### src/rtl/vga_timing.sv
// rtl/vga_timing.sv - VGA raster timing generator; VGA_FRAME_CNT_EN enables the frame_count counter
module vga_timing #(
  parameter int H_SYNC     = 96,
  parameter int H_BACK     = 48,
  parameter int H_VISIBLE  = 640,
  parameter int H_FRONT    = 16,
  parameter int V_SYNC     = 2,
  parameter int V_BACK     = 33,
  parameter int V_VISIBLE  = 480,
  parameter int V_FRONT    = 10,
  parameter int SYNC_DELAY = 1
) (
  input  logic        VGA_CLK,
  input  logic        reset,
  output logic [9:0]  VGA_X,
  output logic [9:0]  VGA_Y,
  output logic        visible,
  output logic        line_start,
  output logic        frame_start,
  output logic        VGA_HS,
  output logic        VGA_VS,
  output logic        VGA_BLANK_N,
  output logic        VGA_SYNC_N,
  output logic [15:0] frame_count
);

  localparam int H_TOTAL = H_SYNC + H_BACK + H_VISIBLE + H_FRONT;
  localparam int V_TOTAL = V_SYNC + V_BACK + V_VISIBLE + V_FRONT;

  localparam logic [9:0] H_LAST     = 10'(H_TOTAL - 1);
  localparam logic [9:0] V_LAST     = 10'(V_TOTAL - 1);
  localparam logic [9:0] H_SYNC_END = 10'(H_SYNC);
  localparam logic [9:0] V_SYNC_END = 10'(V_SYNC);
  localparam logic [9:0] H_VIS_BEG  = 10'(H_SYNC + H_BACK);
  localparam logic [9:0] H_VIS_END  = 10'(H_SYNC + H_BACK + H_VISIBLE);
  localparam logic [9:0] V_VIS_BEG  = 10'(V_SYNC + V_BACK);
  localparam logic [9:0] V_VIS_END  = 10'(V_SYNC + V_BACK + V_VISIBLE);

  logic [9:0] h_nxt;
  logic [9:0] v_nxt;
  logic       h_wrap;
  logic       frame_wrap;
  logic       hs_raw;
  logic       vs_raw;

  always_comb begin
    h_wrap = (VGA_X == H_LAST);
    h_nxt  = h_wrap ? 10'd0 : VGA_X + 10'd1;
    v_nxt  = VGA_Y;
    if (h_wrap) begin
      v_nxt = (VGA_Y == V_LAST) ? 10'd0 : VGA_Y + 10'd1;
    end
    frame_wrap = (h_nxt == 10'd0) && (v_nxt == 10'd0);
  end

  // Decodes are taken from the next-state counters so they align with VGA_X/VGA_Y.
  always_ff @(posedge VGA_CLK or negedge reset) begin
    if (!reset) begin
      VGA_X       <= 10'd0;
      VGA_Y       <= 10'd0;
      line_start  <= 1'b0;
      frame_start <= 1'b0;
      visible     <= 1'b0;
      hs_raw      <= 1'b1;
      vs_raw      <= 1'b1;
    end else begin
      VGA_X       <= h_nxt;
      VGA_Y       <= v_nxt;
      line_start  <= (h_nxt == 10'd0);
      frame_start <= frame_wrap;
      visible     <= (h_nxt >= H_VIS_BEG) && (h_nxt < H_VIS_END) &&
                     (v_nxt >= V_VIS_BEG) && (v_nxt < V_VIS_END);
      hs_raw      <= (h_nxt >= H_SYNC_END);
      vs_raw      <= (v_nxt >= V_SYNC_END);
    end
  end

  generate
    if (SYNC_DELAY == 0) begin : g_no_delay
      assign VGA_HS      = hs_raw;
      assign VGA_VS      = vs_raw;
      assign VGA_BLANK_N = visible;
    end else begin : g_delay
      logic [SYNC_DELAY-1:0] hs_pipe;
      logic [SYNC_DELAY-1:0] vs_pipe;
      logic [SYNC_DELAY-1:0] bn_pipe;

      // Delay matches the renderer's registered RGB path.
      always_ff @(posedge VGA_CLK or negedge reset) begin
        if (!reset) begin
          hs_pipe <= '1;
          vs_pipe <= '1;
          bn_pipe <= '0;
        end else begin
          hs_pipe[0] <= hs_raw;
          vs_pipe[0] <= vs_raw;
          bn_pipe[0] <= visible;
          for (int i = 1; i < SYNC_DELAY; i++) begin
            hs_pipe[i] <= hs_pipe[i-1];
            vs_pipe[i] <= vs_pipe[i-1];
            bn_pipe[i] <= bn_pipe[i-1];
          end
        end
      end

      assign VGA_HS      = hs_pipe[SYNC_DELAY-1];
      assign VGA_VS      = vs_pipe[SYNC_DELAY-1];
      assign VGA_BLANK_N = bn_pipe[SYNC_DELAY-1];
    end
  endgenerate

  assign VGA_SYNC_N = 1'b0;

`ifdef VGA_FRAME_CNT_EN
  always_ff @(posedge VGA_CLK or negedge reset) begin
    if (!reset) begin
      frame_count <= 16'd0;
    end else if (frame_wrap) begin
      frame_count <= frame_count + 16'd1;
    end
  end
`else
  assign frame_count = 16'd0;
`endif

endmodule

### config.mk
export PLATFORM = sky130hd
export DESIGN_NAME = vga_timing
export DESIGN_NICKNAME = d
export VERILOG_FILES = /design/src/rtl/vga_timing.sv
export SDC_FILE = /design/constraint.sdc
export NUM_CORES = 1
export LEC_CHECK = 0
export CAP_MARGIN = 5
export CORE_MARGIN = 2
export CORE_UTILIZATION = 45
export CTS_BUF_LIST = sky130_fd_sc_hd__clkbuf_8
export CTS_CLUSTER_DIAMETER = 80
export DETAILED_ROUTE_END_ITERATION = 7
export GPL_ROUTABILITY_DRIVEN = 0
export GPL_TIMING_DRIVEN = 1
export PLACE_DENSITY = 0.78
export SYNTH_ARGS = -nofsm -noshare
export SYNTH_HDL_FRONTEND = slang
export SYNTH_SLANG_ARGS = --single-unit
### constraint.sdc
create_clock -name VGA_CLK -period 2.45 [get_ports VGA_CLK]
set_input_delay 0.245 -clock VGA_CLK [delete_from_list [all_inputs] [get_ports VGA_CLK]]
set_output_delay 0.245 -clock VGA_CLK [all_outputs]
set_load 0.01 [all_outputs]
# == After elaboration in Yosys (flattened, before gate mapping) ==
# Cells that the tools add are included.
# totals
n_memories,0
output_inout_bits,43
latchBits,0
in_bits,2
ram_bits,0
rom_bits,0
regBits,28
wordCells,29
# classes
n_addsub,2
n_eq_ne,2
n_reduce_logical,6
div,0
multipliers,0
shifts,0
bitwise_logic,0
order_cmp,6
n_mux,3
# ops
cell,count
$mux 10,3
$add 10x1->10 const B,2
$eq 10x10->1 const B,2
$logic_not 10->1,2
$lt 10x10->1 const B,2
$ge 10x2->1 const B,1
$ge 10x6->1 const B,1
$ge 10x7->1 const B,1
$ge 10x8->1 const B,1
$logic_and 1x1->1,4

# == Depth between registers and ports, before layout ==
# depth
ltp_word,6
ltp_mapped,11
ltp_nobuf,10

# == Least setup slack after synthesis ==
# OpenSTA, ideal clock, no wires.
# synth_path
path_type,reg2reg
start,register VGA_Y[0]
end,register visible
n_path_buf,1
t_required_ns,2.331
slack_ns,-0.003
stages_incl_launch_ff,11
t_arrival_ns,2.334
synth_period_minus_slack_ns,2.453
path_cell_list,dfrtp_1 > inv_1 > ha_1 > nor3b_1 > and3_1 > clkbuf_2 > nor4_1 > or3b_4 > o41ai_2 > a31oi_1 > o21a_1
# synth_between
elab_chain_len,6
# synth_lines
element,line_no,source
from (decl),16,"output logic [9:0] VGA_Y,"
from (signal assigned),68,VGA_Y <= v_nxt;
$add 10x1->10 / $eq 10x10->1 (equally long branches),51,v_nxt = (VGA_Y == V_LAST) ? 10'd0 : VGA_Y + 10'd1;
$mux 10,51,
$mux 10 (*),50,if (h_wrap) begin
$ge 10x6->1,72,(v_nxt >= V_VIS_BEG) && (v_nxt < V_VIS_END);
$logic_and 1x1->1,71,visible <= (h_nxt >= H_VIS_BEG) && (h_nxt < H_VIS_END) &&
$logic_and 1x1->1 (*),72,
to (signal assigned),71,
to (decl),17,"output logic visible,"
# Every way passes the cells marked *; elsewhere a longest branch is shown, timed or not.

# == Worst setup path in the final report ==
# Ends and elaborated chain as after synthesis.

==> qor.csv <==
stage;metric;value;unit
outcome;outcome;complete, no violations;
drt;Detailed Route WL;3630;µm
synth;Yosys warning count;0;
critical_path;type of origin of the critical path;register;
global_routing;first-pass GRT wire length;6000;µm
sta;worst hold margin;0.337;ns
clock_network;# hold bufs at CTS;0;
synth;count of cell types in the netlist;50;
floorplanning;Die X;65.0;µm
clock_network;CTS tree;yes;
sta;Slew Limit Fails;0;
synth;Post-synth top flop;dfrtp_1;
synth;cell area after synthesis;1670;µm²
drt;DR WL/cell;14.0;µm
floorplanning;# rows;22;
critical_path;CP Capture Type;register;
clock_network;Root Buffer;clkbuf_8;
drt;DR vias;1385;
pwr;Worst IR Drop VDD;0.197;mV
synth;Post-Syn Instances;165;
cells_and_area;most frequent cells in the layout;27 x clkdlybuf4s50_1, 24 x dfrtp_1, 21 x buf_4;
placed_design;Placed Area;2050;µm²
drt;DRC violations left;0;
placed_design;post-place setup slack;0.0345;ns
synth;Post-synth ARST share;100;%
drt;router iterations before antenna repair;4;
synth;Post-synth EDFFs;0;
placed_design;I/O Buffers;27;
cells_and_area;Final #Nets;219;
clock_network;# H-tree levels;1;
critical_path;Req. time, crit path;2.62;ns
synth;#FFs+latches synth;28;
cells_and_area;Antenna diodes;0;
sta;Max Freq;429;MHz
drt;Final ANT Viol Nets;0;
sta;min Tclk post-route;2.33;ns
global_routing;Global Route Usage Sum;18.4;%
clock_network;insertion delay to the later sink of the worst-skew pair;0.27;ns
floorplanning;die height;65.0;µm
drt;vias per inst;5.35;
floorplanning;Core Region;3610;µm²
global_routing;initial antenna violation count;0;
clock_network;maximum clock path buffer count;2;
placed_design;DP Wirelength;2660;µm
cells_and_area;area grow syn2layout;30.5;%
sta;Final Skew;0.00506;ns
clock_network;Worst-path clk slew;0.09;ns
sta;final setup vio count;0;
clock_network;# clock sinks;28;
cells_and_area;Design Area, Final;2180;µm²
drt;Iter 0 DRT Violations;60;
critical_path;Critical Path Fanout Max;6;
sta;setup slack after layout;0.121;ns
clock_network;CTS buffer count;3;
cells_and_area;commonest non-fill, non-tap cell in the layout;clkdlybuf4s50_1;
sta;Final Hold Viols;0;
hold_path;hold crit path type;primary input to async pin;
floorplanning;area of the die;4220;µm²
floorplanning;IO Pins;45;
global_routing;grt ovf;0;
critical_path;worst setup path class;register to register;
critical_path;Arr. time, crit path;2.50;ns
synth;Seq/Total Area, Yosys;42.2;%
cells_and_area;share of cells above drive strength 1;24.6;%
synth;Synth Area per Inst;10.1;µm²
sta;Final Cycle Share;95.1;%
global_routing;vias in the first global route;1239;
floorplanning;Initial Util;46.4;%
job;maximum capacitance violations;0;
pwr;total power draw;0.732;mW
sta;Slew @ Worst Pin;0.496;ns
pwr;Cell Pwr Density;335;nW/µm²
global_routing;largest net degree at the start of global routing;29;
pwr;Leakage Power;0.957;nW
sta;Slew headroom;66.8;%
sta;unrepaired setup endpoints after global routing;true;
## stage by stage
stage               std cells  TNS, ns  util [%]
finish                    259        0      60.5
global route              259  -0.0407      60.5
CTS                       257        0      58.4
detailed placement        253        0      56.9
global placement          253        0      56.9
floorplan                 181        0         -
## registers in the layout, indices dropped and copies added (netlist names)
signal,cells
VGA_X,10
VGA_Y,10
VGA_BLANK_N,1
VGA_HS,1
VGA_VS,1
frame_start,1
hs_raw,1
line_start,1
visible,1
vs_raw,1
## metal layers
layer	GRT usage [%]	vias to the layer above	share of wire, %
met4	8.78	0	2.2
met1	25.4	671	45
li1	-	655	-
met5	0	-	0
met2	29.6	53	47
met3	1.04	6	5.6
## what timing repair did
item,in CTS,in global routing
endpoints found under the setup margin,1,3
gates resized for setup,2,11
pin swaps,1,7
buffers inserted,1,2
gates cloned,0,0
hold endpoints to repair,0,0
## worst max-delay path, stage by stage, from the launching register on
cell and delay [ns]:
dfrtp_1 0.39, inv_1 0.10, ha_2 0.19, nor3b_4 0.22
and3_4 0.24, buf_4 0.16, nor2_1 0.08, and3_4 0.20
o41ai_4 0.34, a31oi_1 0.12, o21a_1 0.19
## power breakdown
part	switching [mW]	internal [mW]	leakage, nW	total (mW)
registers	0	0.462	0.362	0.462
clock network	0.136	0.110	0.0216	0.247
logic	0.0205	0.00243	0.573	0.0230
## cells in the mapped netlist, types with 2 or more instances
| library cell | number | share of area (%) |
|---|---|---|
| o21ai_0 | 5 | 1.5 |
| and4_1 | 3 | 1.6 |
| xnor2_1 | 4 | 2.1 |
| ha_1 | 4 | 3.0 |
| xor2_1 | 6 | 3.1 |
| a31oi_1 | 2 | 0.75 |
| nand2_1 | 12 | 2.7 |
| nor3_1 | 3 | 0.90 |
| mux2i_1 | 2 | 1.2 |
| a21oi_1 | 4 | 1.2 |
| clkbuf_2 | 2 | 0.60 |
| nor4_1 | 2 | 0.75 |
| and3_1 | 5 | 1.9 |
| buf_4 | 18 | 8.1 |
| o32ai_1 | 2 | 1.0 |
| nor4b_4 | 2 | 2.8 |
| o31ai_1 | 2 | 0.90 |
| nand3_1 | 6 | 1.8 |
| inv_1 | 7 | 1.6 |
| nor2_1 | 10 | 2.2 |
| nand4_1 | 5 | 1.9 |
| nor3b_1 | 4 | 1.8 |
| o21ai_1 | 2 | 0.60 |
| dfrtp_1 | 24 | 36 |
| dfstp_2 | 4 | 6.3 |
## area by class of cell
class | count | area [µm²]
Sequential cell | 28 | 706
Multi-Input combinational cell | 125 | 921
Inverter | 7 | 26.3
Timing Repair Buffer | 48 | 428
Fill cell | 317 | 1420
Tap cell | 48 | 60.1
Clock buffer | 3 | 41.3
## logic make-up (layout without fill, tap and decap cells)
logic type      after synthesis  in the layout  share of synthesized area (%)
compound gates               29             29                           13.7
mux                           2              2                           1.20
fa+ha+maj                     4              4                           2.99
simple gates                 63             63                           23.9
flops                        28             28                           42.2
buf+inv                      28             58                           10.6
other cells                   1             17                          0.224
xor+xnor                     10             10                           5.24
## worst paths after layout
| check | from | endpoint | slack [ns] | cells after the start |
|---|---|---|---|---|
| worst max-delay path | VGA_Y[0] | visible | 0.12 | 10 |
| worst min-delay path | reset | VGA_Y[4] | 0.34 | 2 |
| worst max register to register | VGA_Y[0] | visible | 0.12 | 10 |
| worst min register to register | hs_raw | VGA_HS | 0.36 | 0 |
| max in group asynchronous | reset | VGA_HS | 1.80 | 2 |
| min in group VGA_CLK | hs_raw | VGA_HS | 0.36 | 0 |
No activity file was read; power rests on OpenSTA's default activity.
